File: src/rtl/rpc_call_arbiter_pkg.sv
// Shared types for rpc_call_arbiter: FSM state encoding and round-robin pointer width.
package rpc_arb_pkg;

  typedef enum logic [2:0] {
    IDLE    = 3'd0,
    CALL    = 3'd1,
    SRV_RTZ = 3'd2,
    REPLY   = 3'd3,
    CLI_RTZ = 3'd4
  } rpc_arb_state_t;

  // Width of rr_ptr / grant index; at least one bit even for a lone client.
  function automatic int rr_ptr_w(input int n);
    return (n < 2) ? 1 : $clog2(n);
  endfunction

endpackage

File: src/rtl/rpc_call_arbiter_rr_pick.sv
// Combinational round-robin picker: first requester at or after ptr, wrapping.
module rr_pick #(
  parameter int N  = 4,
  parameter int PW = 2
) (
  input  logic [N-1:0]  req,
  input  logic [PW-1:0] ptr,
  output logic [N-1:0]  gnt,
  output logic [PW-1:0] idx,
  output logic          any
);

  logic [PW-1:0] j;

  always_comb begin
    gnt = '0;
    idx = '0;
    any = 1'b0;
    j   = '0;
    for (int k = 0; k < N; k++) begin
      j = PW'((int'(ptr) + k) % N);
      if (!any && req[j]) begin
        any    = 1'b1;
        gnt[j] = 1'b1;
        idx    = j;
      end
    end
  end

endmodule

File: src/rtl/rpc_call_arbiter.sv
// Round-robin arbiter sharing one req/ack RPC server among N_CLIENTS clients.
// Define RPC_ARB_TIMEOUT_EN to add a server-ack watchdog that aborts stuck calls.
module rpc_call_arbiter
  import rpc_arb_pkg::*;
#(
  parameter int N_CLIENTS = 4,
  parameter int ARG_W     = 32,
  parameter int RES_W     = 32,
  parameter int TIMEOUT   = 1024
) (
  input  logic                         clk,
  input  logic                         reset,
  input  logic [N_CLIENTS-1:0]         cli_req,
  input  logic [N_CLIENTS*ARG_W-1:0]   cli_args,
  output logic [N_CLIENTS-1:0]         cli_ack,
  output logic [N_CLIENTS-1:0]         cli_err,
  output logic [RES_W-1:0]             cli_result,
  output logic                         srv_req,
  output logic [ARG_W-1:0]             srv_args,
  input  logic                         srv_ack,
  input  logic [RES_W-1:0]             srv_result,
  output logic                         busy
);

  localparam int PW = rr_ptr_w(N_CLIENTS);

  rpc_arb_state_t                       state;
  logic [PW-1:0]                        rr_ptr, gidx, pick_idx, nxt_ptr;
  logic [N_CLIENTS-1:0]                 gnt_q, pick_gnt;
  logic                                 pick_any;
  logic [RES_W-1:0]                     res_q;
  logic [N_CLIENTS-1:0][ARG_W-1:0]      args_v;

  assign args_v  = cli_args;
  assign nxt_ptr = (gidx == PW'(N_CLIENTS - 1)) ? '0 : gidx + 1'b1;

  rr_pick #(.N(N_CLIENTS), .PW(PW)) u_pick (
    .req (cli_req),
    .ptr (rr_ptr),
    .gnt (pick_gnt),
    .idx (pick_idx),
    .any (pick_any)
  );

`ifdef RPC_ARB_TIMEOUT_EN
  localparam int TW = $clog2(TIMEOUT + 1);
  logic [TW-1:0] tmo_cnt;
  logic          abort_q;
`else
  localparam int unused_timeout = TIMEOUT;
  assign cli_err = '0;
`endif

  always_ff @(posedge clk or posedge reset) begin
    if (reset) begin
      state      <= IDLE;
      rr_ptr     <= '0;
      gidx       <= '0;
      gnt_q      <= '0;
      res_q      <= '0;
      srv_req    <= 1'b0;
      srv_args   <= '0;
      cli_ack    <= '0;
      cli_result <= '0;
      busy       <= 1'b0;
`ifdef RPC_ARB_TIMEOUT_EN
      tmo_cnt    <= '0;
      abort_q    <= 1'b0;
      cli_err    <= '0;
`endif
    end else begin
      case (state)
        IDLE: begin
          // Requests are only sampled here; anything raised mid-call waits.
          if (pick_any) begin
            gidx     <= pick_idx;
            gnt_q    <= pick_gnt;
            srv_args <= args_v[pick_idx];
            srv_req  <= 1'b1;
            busy     <= 1'b1;
            state    <= CALL;
`ifdef RPC_ARB_TIMEOUT_EN
            tmo_cnt  <= '0;
            abort_q  <= 1'b0;
`endif
          end
        end
        CALL: begin
          if (srv_ack) begin
            res_q   <= srv_result;
            srv_req <= 1'b0;
            state   <= SRV_RTZ;
          end
`ifdef RPC_ARB_TIMEOUT_EN
          else if (tmo_cnt == TW'(TIMEOUT - 1)) begin
            res_q   <= '0;
            abort_q <= 1'b1;
            srv_req <= 1'b0;
            state   <= SRV_RTZ;
          end else begin
            tmo_cnt <= tmo_cnt + 1'b1;
          end
`endif
        end
        SRV_RTZ: begin
          if (!srv_ack) begin
            cli_ack    <= gnt_q;
            cli_result <= res_q;
`ifdef RPC_ARB_TIMEOUT_EN
            cli_err    <= abort_q ? gnt_q : '0;
`endif
            state      <= REPLY;
          end
        end
        REPLY: begin
          if ((cli_req & gnt_q) == '0) begin
            cli_ack <= '0;
`ifdef RPC_ARB_TIMEOUT_EN
            cli_err <= '0;
`endif
            rr_ptr  <= nxt_ptr;
            state   <= CLI_RTZ;
          end
        end
        CLI_RTZ: begin
          // Dead cycle so a re-raised req from the same client counts as a new call.
          busy  <= 1'b0;
          state <= IDLE;
        end
        default: begin
          busy    <= 1'b0;
          srv_req <= 1'b0;
          cli_ack <= '0;
          state   <= IDLE;
        end
      endcase
    end
  end

endmodule

File: config.mk
export PLATFORM = sky130hd
export DESIGN_NAME = rpc_call_arbiter
export DESIGN_NICKNAME = d
export VERILOG_FILES = /design/src/rtl/rpc_call_arbiter_pkg.sv /design/src/rtl/rpc_call_arbiter_rr_pick.sv /design/src/rtl/rpc_call_arbiter.sv
export SDC_FILE = /design/constraint.sdc
export NUM_CORES = 1
export LEC_CHECK = 0
export ABC_AREA = 1
export BUFFER_PORTS_ARGS = -buffer_cell sky130_fd_sc_hd__buf_2
export CORE_MARGIN = 1
export CORE_UTILIZATION = 35
export DETAILED_ROUTE_END_ITERATION = 6
export SLEW_MARGIN = 20
export SYNTH_ARGS = -nofsm -noshare
export SYNTH_HDL_FRONTEND = slang
export SYNTH_HIERARCHICAL = 1
export SYNTH_SLANG_ARGS = --single-unit
File: constraint.sdc
create_clock -name clk -period 4.53 [get_ports clk]
set_clock_uncertainty 0.05 [all_clocks]
set_input_delay 0.453 -clock clk [delete_from_list [all_inputs] [get_ports clk]]
set_output_delay 0.453 -clock clk [all_outputs]
set_load 0.005 [all_outputs]
==> flow_summary.toml <==
[clock_tree]
cts_root_buf = "clkbuf_16"
cts_made_buffers = 17
clockBufferDepth = 2
cts.sinks = 113
cts.htree.levels = 4
tritoncts = "yes"
clk_pin_slew_worst_paths_ns = 0.06
clock_latency_ns = 0.41
cts_hold_buf = 0
cts_resized = 0
post_cts_buffers = 0

[timing]
finalHoldViolations = 0
fin_crit_ns = 3.09
fmax_ghz = 0.323
setup_viol = 0
setup_slack_ns = 1.44
rsz0062_at_grt = "no"
worstMarginPinSlew_ns = 0.970
setup_tns_ns = 0
finalCritPeriodShare_pct = 68.3
slew_violations = 0
slew_headroom_pct = 35.3

[power]
cellLeakagePower_nw = 4.16
ir_drop_mv = 0.558
total_power_w = 0.00656
p_per_area_mw_per_mm2 = 849

[setup_path]
start_kind = "flop"
crit_path_top_delay_cell = "inv_1"
max_stage_delay_ns = 0.71
path_common_cell = "nand2_1"
critPathMaxFanout = 33
crit_chain = "inv_2, ha_1, inv_1, nand3_1, nand2_1, nor2_1, a21oi_1, nand3_1, inv_1, o21ai_0, o22ai_1, nand2_1, nand2_1"
critical_path_class = "flop to flop"
critPathCaptureType = "flop"
crit_arrival_ns = 3.39
crit_required_ns = 4.83

[hold_path]
hold_path_class = "input pin to async pin"

[drt]
drt_iter0_drc = 285
firstDrtPassIters = 5
vias_per_cell = 4.81
avgRoutedWirePerCell_um = 15.1
drc = 0
vias = 5752
wirelength_um = 18000
detail-route-antenna-nets = 0

[run]
drv_cap = 0

[global_route]
grt_max_degree = 66
gr-usage-met1_pct = 25.6
grtUsageTotal_pct = 21.5
grt_use_met3_pct = 5.96
grt_remaining_overflow = 0
grt_busiest_layer = "met2"
grt_pass1_wl_um = 29200
grt_pass1_vias = 5676
antenna_found_initial = 1
grt_use_met2_pct = 36.4

[synth]
ys_types = 30
synth_warnings = 6
syn_inst = 745
netlist_area_mm2 = 0.00592
synth_seq_cells = 113
syn_area_per_cell_um2 = 7.95
synth_seq_area_share_pct = 47.8

[placement]
hpwl_um = 12600
place_area_mm2 = 0.00713
pre_cts_ws_ns = 1.42
gp_congestion = 0.852
port_buffers = 236

[layout]
layout-drive-gt1-share_pct = 33.2
fin_nets = 1135
num-fill-cells = 1688
areaGrowthSynthToFinish_pct = 30.4
final_area_mm2 = 0.00772

[floorplan]
die_w_um = 132
rows = 47
die_h_um = 132
initial_core_util_pct = 35.8
die-area_mm2 = 0.0174
coreArea_mm2 = 0.0165
io_pins = 241

[outcome]
status = "complete, no violations"
routing by layer:
| metal | routed length, um | vias to the layer above |
|---|---|---|
| li1 | - | 2868 |
| met1 | 7460 | 2631 |
| met2 | 8830 | 219 |
| met3 | 1220 | 34 |
| met4 | 490 | 0 |
| met5 | 0 | - |
report_power, final:
part,switching (W),internal [W]
sequential,0.000276,0.00151
clock,0.000519,0.000816
combinational,0.00223,0.00120
total,0.00303,0.00353
sequential cells by signal, indices dropped and copies added, names as in the netlist:
| signal | count |
|---|---|
| cli_ack | 4 |
| srv_req | 1 |
| state | 3 |
| rr_ptr | 2 |
| cli_result | 32 |
| gnt_q | 4 |
| gidx | 2 |
| res_q | 32 |
| srv_args | 32 |
| busy | 1 |
path summary, 6_finish.rpt:
check | from | to | slack (ns) | depth (start not counted)
setup reg to reg | rr_ptr[0] | srv_args[0] | 1.44 | 13
hold reg to reg | cli_result[6] | cli_result[6] | 0.41 | 2
hold / removal | reset | res_q[6] | 0.11 | 2
min in group clk | srv_result[22] | res_q[22] | 0.22 | 3
setup / recovery | rr_ptr[0] | srv_args[0] | 1.44 | 13
max in group asynchronous | reset | res_q[29] | 3.41 | 3
cells in the mapped netlist, drive strengths merged:
cell type	number	area share, %
a21boi	4	0.51
nand3	38	3.6
nor3	1	0.27
ha	6	1.3
nor2	100	6.6
conb	1	0.063
clkbuf	13	0.82
nand3b	1	0.13
o22ai	32	3.4
a21oi	30	4.0
inv	47	3.0
dfrtp	113	48
nand4	12	1.3
o21ai	98	8.3
nand2	213	14
o211ai	1	0.13
or2	1	0.11
buf	34	4.4
logic make-up after synthesis:
family / Yosys count / synth area share, %
other: 1 / 0.0634
AOI/OAI and AO/OA: 165 / 16.4
DFF: 113 / 47.8
buffers and inverters: 94 / 8.18
adders and majority gates: 6 / 1.27
and+or+nand+nor: 366 / 26.4
cells in the final DEF (no fill, tap or decap), types with 17 or more instances in the layout:
cell and n:
nor2_1 97, o22ai_1 32, inv_1 41, a21oi_2 23, clkbuf_16 17, dfrtp_1 113
nand3_1 34, nand2_1 201, buf_2 236, o21ai_0 83
final cells by class:
type / count / area, um^2 / area share (%)
well taps: 220 / 275 / 3.57
repair buffers: 242 / 1230 / 15.9
flip-flops and latches: 113 / 2830 / 36.6
clock inverters: 14 / 155 / 2.01
diodes: 1 / 2.50 / 0.0324
clock buffers: 18 / 429 / 5.56
multi-input cells: 541 / 2620 / 34.0
inverters: 47 / 179 / 2.32
per-stage QoR:
step	utilization, %	cells	hold slack [ns]
floorplan	-	748	0.393
global placement	43.2	1163	0.399
detailed placement	43.2	1163	0.406
CTS	46.7	1195	0.143
global route	46.7	1196	0.167
finish	46.7	1196	0.112
worst max-delay path: cells and delay by family (launching register included):
kind,cells,cell delay [ns]
buffers and inverters,3,1.01
AO/OA/AOI/OAI,3,0.55
AND/OR/NAND/NOR,6,0.51
flip-flops,1,0.53
adder cells (fa/ha/maj),1,0.38
No activity file was read; power rests on OpenSTA's default activity.
